$ cat config.mk
export PLATFORM = sky130hd
export DESIGN_NAME = phase_arbiter
export DESIGN_NICKNAME = d
export VERILOG_FILES = /design/src/rtl/traffic_pkg.sv /design/src/rtl/phase_timer.sv /design/src/rtl/phase_arbiter.sv
export SDC_FILE = /design/constraint.sdc
export NUM_CORES = 1
export LEC_CHECK = 0
export ABC_CLOCK_PERIOD_IN_PS = 4600
export CELL_PAD_IN_SITES_DETAIL_PLACEMENT = 1
export CELL_PAD_IN_SITES_GLOBAL_PLACEMENT = 2
export CORE_UTILIZATION = 27
export DETAILED_ROUTE_END_ITERATION = 12
export PLACE_DENSITY_LB_ADDON = 0.1
export SLEW_MARGIN = 0
export SYNTH_ARGS = -nofsm -noshare
export SYNTH_HDL_FRONTEND = slang
export SYNTH_SLANG_ARGS = --single-unit
$ cat constraint.sdc
create_clock -name clk -period 4.6 [get_ports clk]
set_input_delay 0.92 -clock clk [delete_from_list [all_inputs] [get_ports clk]]
set_output_delay 0.92 -clock clk [all_outputs]
set_load 0.02 [all_outputs]
$ cat src/rtl/traffic_pkg.sv
// Shared definitions for the phase arbiter: lamp encodings, the phase
// state enum, the timing-config struct and the clearance-end selector.
package traffic_pkg;

    localparam logic [2:0] RED    = 3'b100;
    localparam logic [2:0] YELLOW = 3'b010;
    localparam logic [2:0] GREEN  = 3'b001;

    // Internal width of timing thresholds; config inputs are zero-extended to this.
    localparam int CFG_W = 16;

    typedef enum logic [2:0] {
        GREEN_A = 3'd0,
        YEL_A   = 3'd1,
        RED_A   = 3'd2,
        GREEN_B = 3'd3,
        YEL_B   = 3'd4,
        RED_B   = 3'd5,
        WALK    = 3'd6,
        RED_W   = 3'd7
    } phase_t;

    typedef struct packed {
        logic [CFG_W-1:0] min_green;
        logic [CFG_W-1:0] max_green;
        logic [CFG_W-1:0] yellow_t;
        logic [CFG_W-1:0] allred_t;
        logic [CFG_W-1:0] walk_t;
    } timing_cfg_t;

    // A programmed duration of 0 behaves as 1 tick.
    function automatic logic [CFG_W-1:0] fix_zero(input logic [CFG_W-1:0] v);
        return (v == '0) ? CFG_W'(1) : v;
    endfunction

    // Next service phase at the end of an all-red clearance. Emergency wins
    // (A over B); otherwise round-robin starting after the phase just served,
    // falling back to GREEN_A when nothing is pending.
    function automatic phase_t next_green(input phase_t cleared,
                                          input logic pa, input logic pb,
                                          input logic pp, input logic ea,
                                          input logic eb);
        phase_t n;
        n = GREEN_A;
        if (ea)      n = GREEN_A;
        else if (eb) n = GREEN_B;
        else begin
            case (cleared)
                RED_A: begin
                    if (pb)      n = GREEN_B;
                    else if (pp) n = WALK;
                    else         n = GREEN_A;
                end
                RED_B: begin
                    if (pp)      n = WALK;
                    else if (pa) n = GREEN_A;
                    else if (pb) n = GREEN_B;
                    else         n = GREEN_A;
                end
                default: begin
                    if (pa)      n = GREEN_A;
                    else if (pb) n = GREEN_B;
                    else if (pp) n = WALK;
                    else         n = GREEN_A;
                end
            endcase
        end
        return n;
    endfunction

endpackage

$ cat src/rtl/phase_timer.sv
// Per-state tick counter: clears on state change, counts ticks, saturates,
// and compares the elapsed tick count (count + 1) against two thresholds.
module phase_timer
    import traffic_pkg::*;
#(
    parameter int TW = 4
) (
    input  logic             clk,
    input  logic             reset,
    input  logic             i_clr,
    input  logic             i_tick,
    input  logic [CFG_W-1:0] i_n0,
    input  logic [CFG_W-1:0] i_n1,
    output logic             o_ge0,
    output logic             o_ge1
);

    logic [TW-1:0] r_count;
    logic [CFG_W:0] w_elapsed;

    // Clear wins over tick; hold at all-ones instead of wrapping.
    always_ff @(posedge clk or posedge reset) begin
        if (reset) begin
            r_count <= '0;
        end else if (i_clr) begin
            r_count <= '0;
        end else if (i_tick && (r_count != '1)) begin
            r_count <= r_count + TW'(1);
        end
    end

    assign w_elapsed = (CFG_W+1)'(r_count) + (CFG_W+1)'(1);
    assign o_ge0     = (w_elapsed >= {1'b0, i_n0});
    assign o_ge1     = (w_elapsed >= {1'b0, i_n1});

endmodule

$ cat src/rtl/phase_arbiter.sv
// Two-road intersection arbiter with pedestrian phase and emergency preempt.
// All durations are counted in ticks; lamp outputs decode from registers only.
module phase_arbiter
    import traffic_pkg::*;
#(
    parameter int TW = 4
) (
    input  logic          clk,
    input  logic          reset,
    input  logic          tick,
    input  logic          req_a,
    input  logic          req_b,
    input  logic          req_p,
    input  logic [1:0]    emerg,
    input  logic [TW-1:0] min_green,
    input  logic [TW-1:0] max_green,
    input  logic [TW-1:0] yellow_t,
    input  logic [TW-1:0] allred_t,
    input  logic [TW-1:0] walk_t,
    output logic [2:0]    road_a,
    output logic [2:0]    road_b,
    output logic          walk,
    output logic          preempt,
    output logic [2:0]    phase
);

    phase_t           r_state;
    phase_t           w_next;
    logic             r_pend_a, r_pend_b, r_pend_p;
    logic [1:0]       r_pend_e;
    logic             r_preempt;
    timing_cfg_t      w_cfg;
    logic [CFG_W-1:0] w_n0;
    logic             w_ge0, w_ge1, w_ea, w_eb, w_clr;

    assign w_cfg = '{min_green: fix_zero(CFG_W'(min_green)),
                     max_green: fix_zero(CFG_W'(max_green)),
                     yellow_t:  fix_zero(CFG_W'(yellow_t)),
                     allred_t:  fix_zero(CFG_W'(allred_t)),
                     walk_t:    fix_zero(CFG_W'(walk_t))};

    // Emergency requests are latched so a short pulse still steers clearance.
    assign w_ea  = emerg[0] | r_pend_e[0];
    assign w_eb  = emerg[1] | r_pend_e[1];
    assign w_clr = (w_next != r_state);

    phase_timer #(.TW(TW)) u_timer (
        .clk    (clk),
        .reset  (reset),
        .i_clr  (w_clr),
        .i_tick (tick),
        .i_n0   (w_n0),
        .i_n1   (w_cfg.max_green),
        .o_ge0  (w_ge0),
        .o_ge1  (w_ge1)
    );

    // Next-state and per-state duration select; transitions only on a tick.
    always_comb begin
        w_next = r_state;
        w_n0   = w_cfg.allred_t;
        case (r_state)
            GREEN_A: begin
                w_n0 = w_cfg.min_green;
                if (tick && !emerg[0] &&
                    (w_eb || ((r_pend_b || r_pend_p) && ((w_ge0 && !req_a) || w_ge1))))
                    w_next = YEL_A;
            end
            GREEN_B: begin
                w_n0 = w_cfg.min_green;
                if (tick && (w_ea || (!emerg[1] && (r_pend_a || r_pend_p) &&
                                      ((w_ge0 && !req_b) || w_ge1))))
                    w_next = YEL_B;
            end
            YEL_A: begin
                w_n0 = w_cfg.yellow_t;
                if (tick && w_ge0) w_next = RED_A;
            end
            YEL_B: begin
                w_n0 = w_cfg.yellow_t;
                if (tick && w_ge0) w_next = RED_B;
            end
            WALK: begin
                w_n0 = w_cfg.walk_t;
                if (tick && (w_ea || w_eb || w_ge0)) w_next = RED_W;
            end
            RED_A, RED_B, RED_W: begin
                if (tick && w_ge0)
                    w_next = next_green(r_state, r_pend_a, r_pend_b, r_pend_p, w_ea, w_eb);
            end
            default: w_next = GREEN_A;
        endcase
    end

    // State, pending flags (clear on phase entry beats set) and preempt flag.
    always_ff @(posedge clk or posedge reset) begin
        if (reset) begin
            r_state   <= GREEN_A;
            r_pend_a  <= 1'b0;
            r_pend_b  <= 1'b0;
            r_pend_p  <= 1'b0;
            r_pend_e  <= 2'b00;
            r_preempt <= 1'b0;
        end else begin
            r_state     <= w_next;
            r_pend_a    <= (w_next == GREEN_A && r_state != GREEN_A) ? 1'b0 : (r_pend_a | req_a);
            r_pend_b    <= (w_next == GREEN_B && r_state != GREEN_B) ? 1'b0 : (r_pend_b | req_b);
            r_pend_p    <= (w_next == WALK && r_state != WALK) ? 1'b0 : (r_pend_p | req_p);
            r_pend_e[0] <= (w_next == GREEN_A) ? 1'b0 : (r_pend_e[0] | emerg[0]);
            r_pend_e[1] <= (w_next == GREEN_B) ? 1'b0 : (r_pend_e[1] | emerg[1]);
            r_preempt   <= (w_next == GREEN_A && emerg[0]) ||
                           (w_next == GREEN_B && emerg[1] && !emerg[0]);
        end
    end

    // Lamp decode from the state register.
    always_comb begin
        road_a = RED;
        road_b = RED;
        walk   = 1'b0;
        case (r_state)
            GREEN_A: road_a = GREEN;
            YEL_A:   road_a = YELLOW;
            GREEN_B: road_b = GREEN;
            YEL_B:   road_b = YELLOW;
            WALK:    walk   = 1'b1;
            default: ;
        endcase
    end

    assign preempt = r_preempt;
    assign phase   = r_state;

endmodule

==> impl_metrics.env <==
export IMPL_status="finished, final reports clean"
export IMPL_cts_sinks=13
export IMPL_ys_seq_elements=13
export IMPL_firstDrtPassIters=4
export IMPL_synth_edff_count=0
export IMPL_yosys_warnings=0
export IMPL_dieArea_mm2=0.00579
export IMPL_hold_start="u_timer.r_count[1]"
export IMPL_dp_hpwl_um=3940
export IMPL_worst_pin_slew_ns=0.833
export IMPL_pin_count=39
export IMPL_wl_per_cell_um=16.2
export IMPL_post_cts_resized=0
export IMPL_grt_pass1_wl_um=7960
export IMPL_syn_inst=189
export IMPL_diodes=0
export IMPL_drtAntennaViolNets=0
export IMPL_p_seq_frac=0.243
export IMPL_antenna_found_initial=0
export IMPL_gp_congestion=0.819
export IMPL_layout_drive_gt1_share=0.0933
export IMPL_first_global_vias=1616
export IMPL_fmax_mhz=244
export IMPL_pwr_share_comb=0.665
export IMPL_synth_ff_type="dfrtp_1"
export IMPL_end_kind="flip-flop"
export IMPL_p_clk_frac=0.091
export IMPL_avgViaCountPerCell=5.37
export IMPL_drtIter0Drc=59
export IMPL_coreArea_mm2=0.00520
export IMPL_port_buffers=38
export IMPL_clock_skew_final_ns=0.00351
export IMPL_fill_cells=642
export IMPL_pre_cts_slack_ns=0.316
export IMPL_die_width_um=76.1
export IMPL_cts_setup_buffers=0
export IMPL_clkTransAtPathRegs_ns=0.05
export IMPL_synth_area_leaders="dfrtp_1 (22%), ha_1 (7.6%), a21oi_1 (7.1%), nand2_1 (4.8%), mux2i_1 (4.7%)"
export IMPL_p_leak_uw=0.000837
export IMPL_worstRegToRegCells=12
export IMPL_syn_num_nets=226
export IMPL_r2r_start="phase[2]"
export IMPL_powerDensity_mw_per_mm2=558
export IMPL_setup_viol=0
export IMPL_cts_hold_fix_buffers=0
export IMPL_yosysTopAreaCellShare=0.220
export IMPL_area_growth_pct=32.3
export IMPL_htreeDepth=1
export IMPL_peakVddDrop_mv=0.219
export IMPL_yosysSeqAreaShare=0.220
export IMPL_rsz0062_at_grt="false"
export IMPL_layout_nets=263
export IMPL_clock_latency_ns=0.24
export IMPL_switchingPower_uw=566
export IMPL_crit_path_max_fanout=5
export IMPL_worst_slack_ns=0.495
export IMPL_cts_root_buf="clkbuf_8"
export IMPL_track_usage=0.168
export IMPL_fin_crit_ns=4.11
export IMPL_startpoint_type="input pin"
export IMPL_routed_wl_um=4790
export IMPL_endpoint="preempt"
export IMPL_r2r_slack_ns=0.89
export IMPL_max_slew_margin=0.445
export IMPL_start_util=0.285
export IMPL_fin_setup_tns_ns=0
export IMPL_hold_class="reg -> reg"
export IMPL_synth_distinct_cells=57
export IMPL_rows=26
export IMPL_grt_max_degree=23
export IMPL_critPathKind="in -> reg"
export IMPL_syn_area_mm2=0.00148
export IMPL_r2r_end="preempt"
export IMPL_synth_avg_cell_area_um2=7.84
export IMPL_cts_max_path_buffers=2
export IMPL_fin_crit_sh=0.892
export IMPL_power_total_uw=1090
export IMPL_slew_viol_final=0
export IMPL_crit_start="min_green[3]"
export IMPL_yosys_area_top_type="dfrtp_1"
export IMPL_cp_required_ns=4.73
export IMPL_numCtsBuffers=3
export IMPL_drc=0
export IMPL_ys_async_sr_fraction=1.00
export IMPL_maxCapViolations=0
export IMPL_holdPathStages=2
export IMPL_die_y_um=76.1
export IMPL_power_switching_share=0.517
export IMPL_power_internal_uw=528
export IMPL_hold_viol_final=0
export IMPL_vias=1584
export IMPL_grt_overflow=0
export IMPL_cts_tree="done"
export IMPL_arrival_ns=4.23
-- critical path: stages --
cell and delay [ns]:
clkdlybuf4s50_1 0.51, nor3_1 0.08, o21ai_0 0.18, nand2_1 0.08, nand2_1 0.06, a21oi_1 0.07, a311oi_1 0.29, a21oi_1 0.07
ha_1 0.29, nor2b_1 0.14, o21ai_2 0.11, a31oi_1 0.24, a211oi_1 0.17, nor3_1 0.54, nor3_1 0.18, a32o_1 0.29
-- layout by cell type (no fill, tap or decap), drive strengths merged, types with 2 or more instances in the layout --
| master | Yosys | routed |
|---|---|---|
| o211a | 2 | 2 |
| o21ai | 16 | 16 |
| nand3 | 2 | 2 |
| a21oi | 21 | 21 |
| a311oi | 2 | 2 |
| nand2b | 4 | 4 |
| inv | 13 | 13 |
| o2111ai | 2 | 2 |
| xor2 | 2 | 2 |
| nor2 | 18 | 18 |
| clkdlybuf4s50 | 0 | 38 |
| ha | 9 | 9 |
| o21a | 3 | 3 |
| nor2b | 2 | 2 |
| a21o | 2 | 2 |
| or2 | 2 | 2 |
| mux2i | 7 | 7 |
| nor3 | 11 | 11 |
| nor3b | 2 | 2 |
| a211oi | 4 | 4 |
| nand2 | 19 | 19 |
| dfrtp | 13 | 13 |
| a31oi | 5 | 5 |
| clkbuf | 4 | 4 |
-- worst min path at each step --
stage	to	slack, ns
floorplan	u_timer.r_count[1]	0.54
finish	u_timer.r_count[1]	0.64
detailed placement	u_timer.r_count[1]	0.62
global placement	u_timer.r_count[1]	0.62
CTS	u_timer.r_count[1]	0.65
global route	u_timer.r_count[1]	0.69
-- final cells by class --
| class | count | area [µm²] | share of cell area |
|---|---|---|---|
| multi-input combinational | 156 | 1060 | 0.543 |
| timing repair buffer | 39 | 388 | 0.198 |
| sequential | 13 | 325 | 0.166 |
| tap | 70 | 87.6 | 0.0447 |
| inverter | 13 | 48.8 | 0.0249 |
| clock buffer | 4 | 45.0 | 0.0230 |
-- state kept, by name (all words and copies together) (netlist names) --
register and flops:
r_pend_a 1, preempt 1, u_timer.r_count 4, r_pend_p 1, r_pend_e 2, phase 3, r_pend_b 1
-- cells in the mapped netlist (2+ instances only) --
cell	count
a31oi_1	4
o211a_1	2
nand3_1	2
o21ai_0	12
a211oi_1	3
nor3_1	10
dfrtp_1	13
inv_1	11
xor2_1	2
o21ai_1	3
clkbuf_1	3
nand2_1	19
buf_6	2
o21a_1	3
a21oi_1	21
mux2i_1	7
or2_2	2
ha_1	9
nand2b_1	4
nor3b_1	2
inv_2	2
nor2_1	18
-- layer usage --
layer,vias to the layer above,share of wire,routed length (µm),track usage
li1,776,-,-,-
met5,-,0,0,0
met1,767,0.49,2330,0.232
met3,4,0.035,167,0.0168
met4,0,0.0096,46,0.0288
met2,37,0.47,2240,0.286
-- metrics by stage --
step	util	hold WS [ns]	std cells	area (µm²)
2_1_floorplan	-	0.544	189	1480
6_report	0.376	0.636	295	1960
3_3_place_gp	0.368	0.621	291	1910
4_1_cts	0.376	0.652	295	1960
5_1_grt	0.376	0.687	295	1960
3_5_place_dp	0.368	0.624	291	1910
-- cell families (layout without fill, tap and decap cells) --
kind of cell,after synthesis,after routing,share of synthesized area
AND/OR/NAND/NOR,67,67,0.243
flip-flops,13,13,0.220
XOR/XNOR,3,3,0.0177
adder cells (fa/ha/maj),9,9,0.0760
buffers and inverters,20,56,0.0617
multiplexers,7,7,0.0473
AO/OA/AOI/OAI,70,70,0.334
-- power groups by stage --
stage | Clock [µW] | Sequential [µW] | Combinational (µW)
finish | 99.5 | 266 | 728
detailed placement | 0 | 269 | 726
floorplan | 0 | 212 | 545
CTS | 103 | 267 | 732
global route | 108 | 277 | 811
global placement | 0 | 265 | 719
Note: power is estimated with default switching activity, not from simulation.
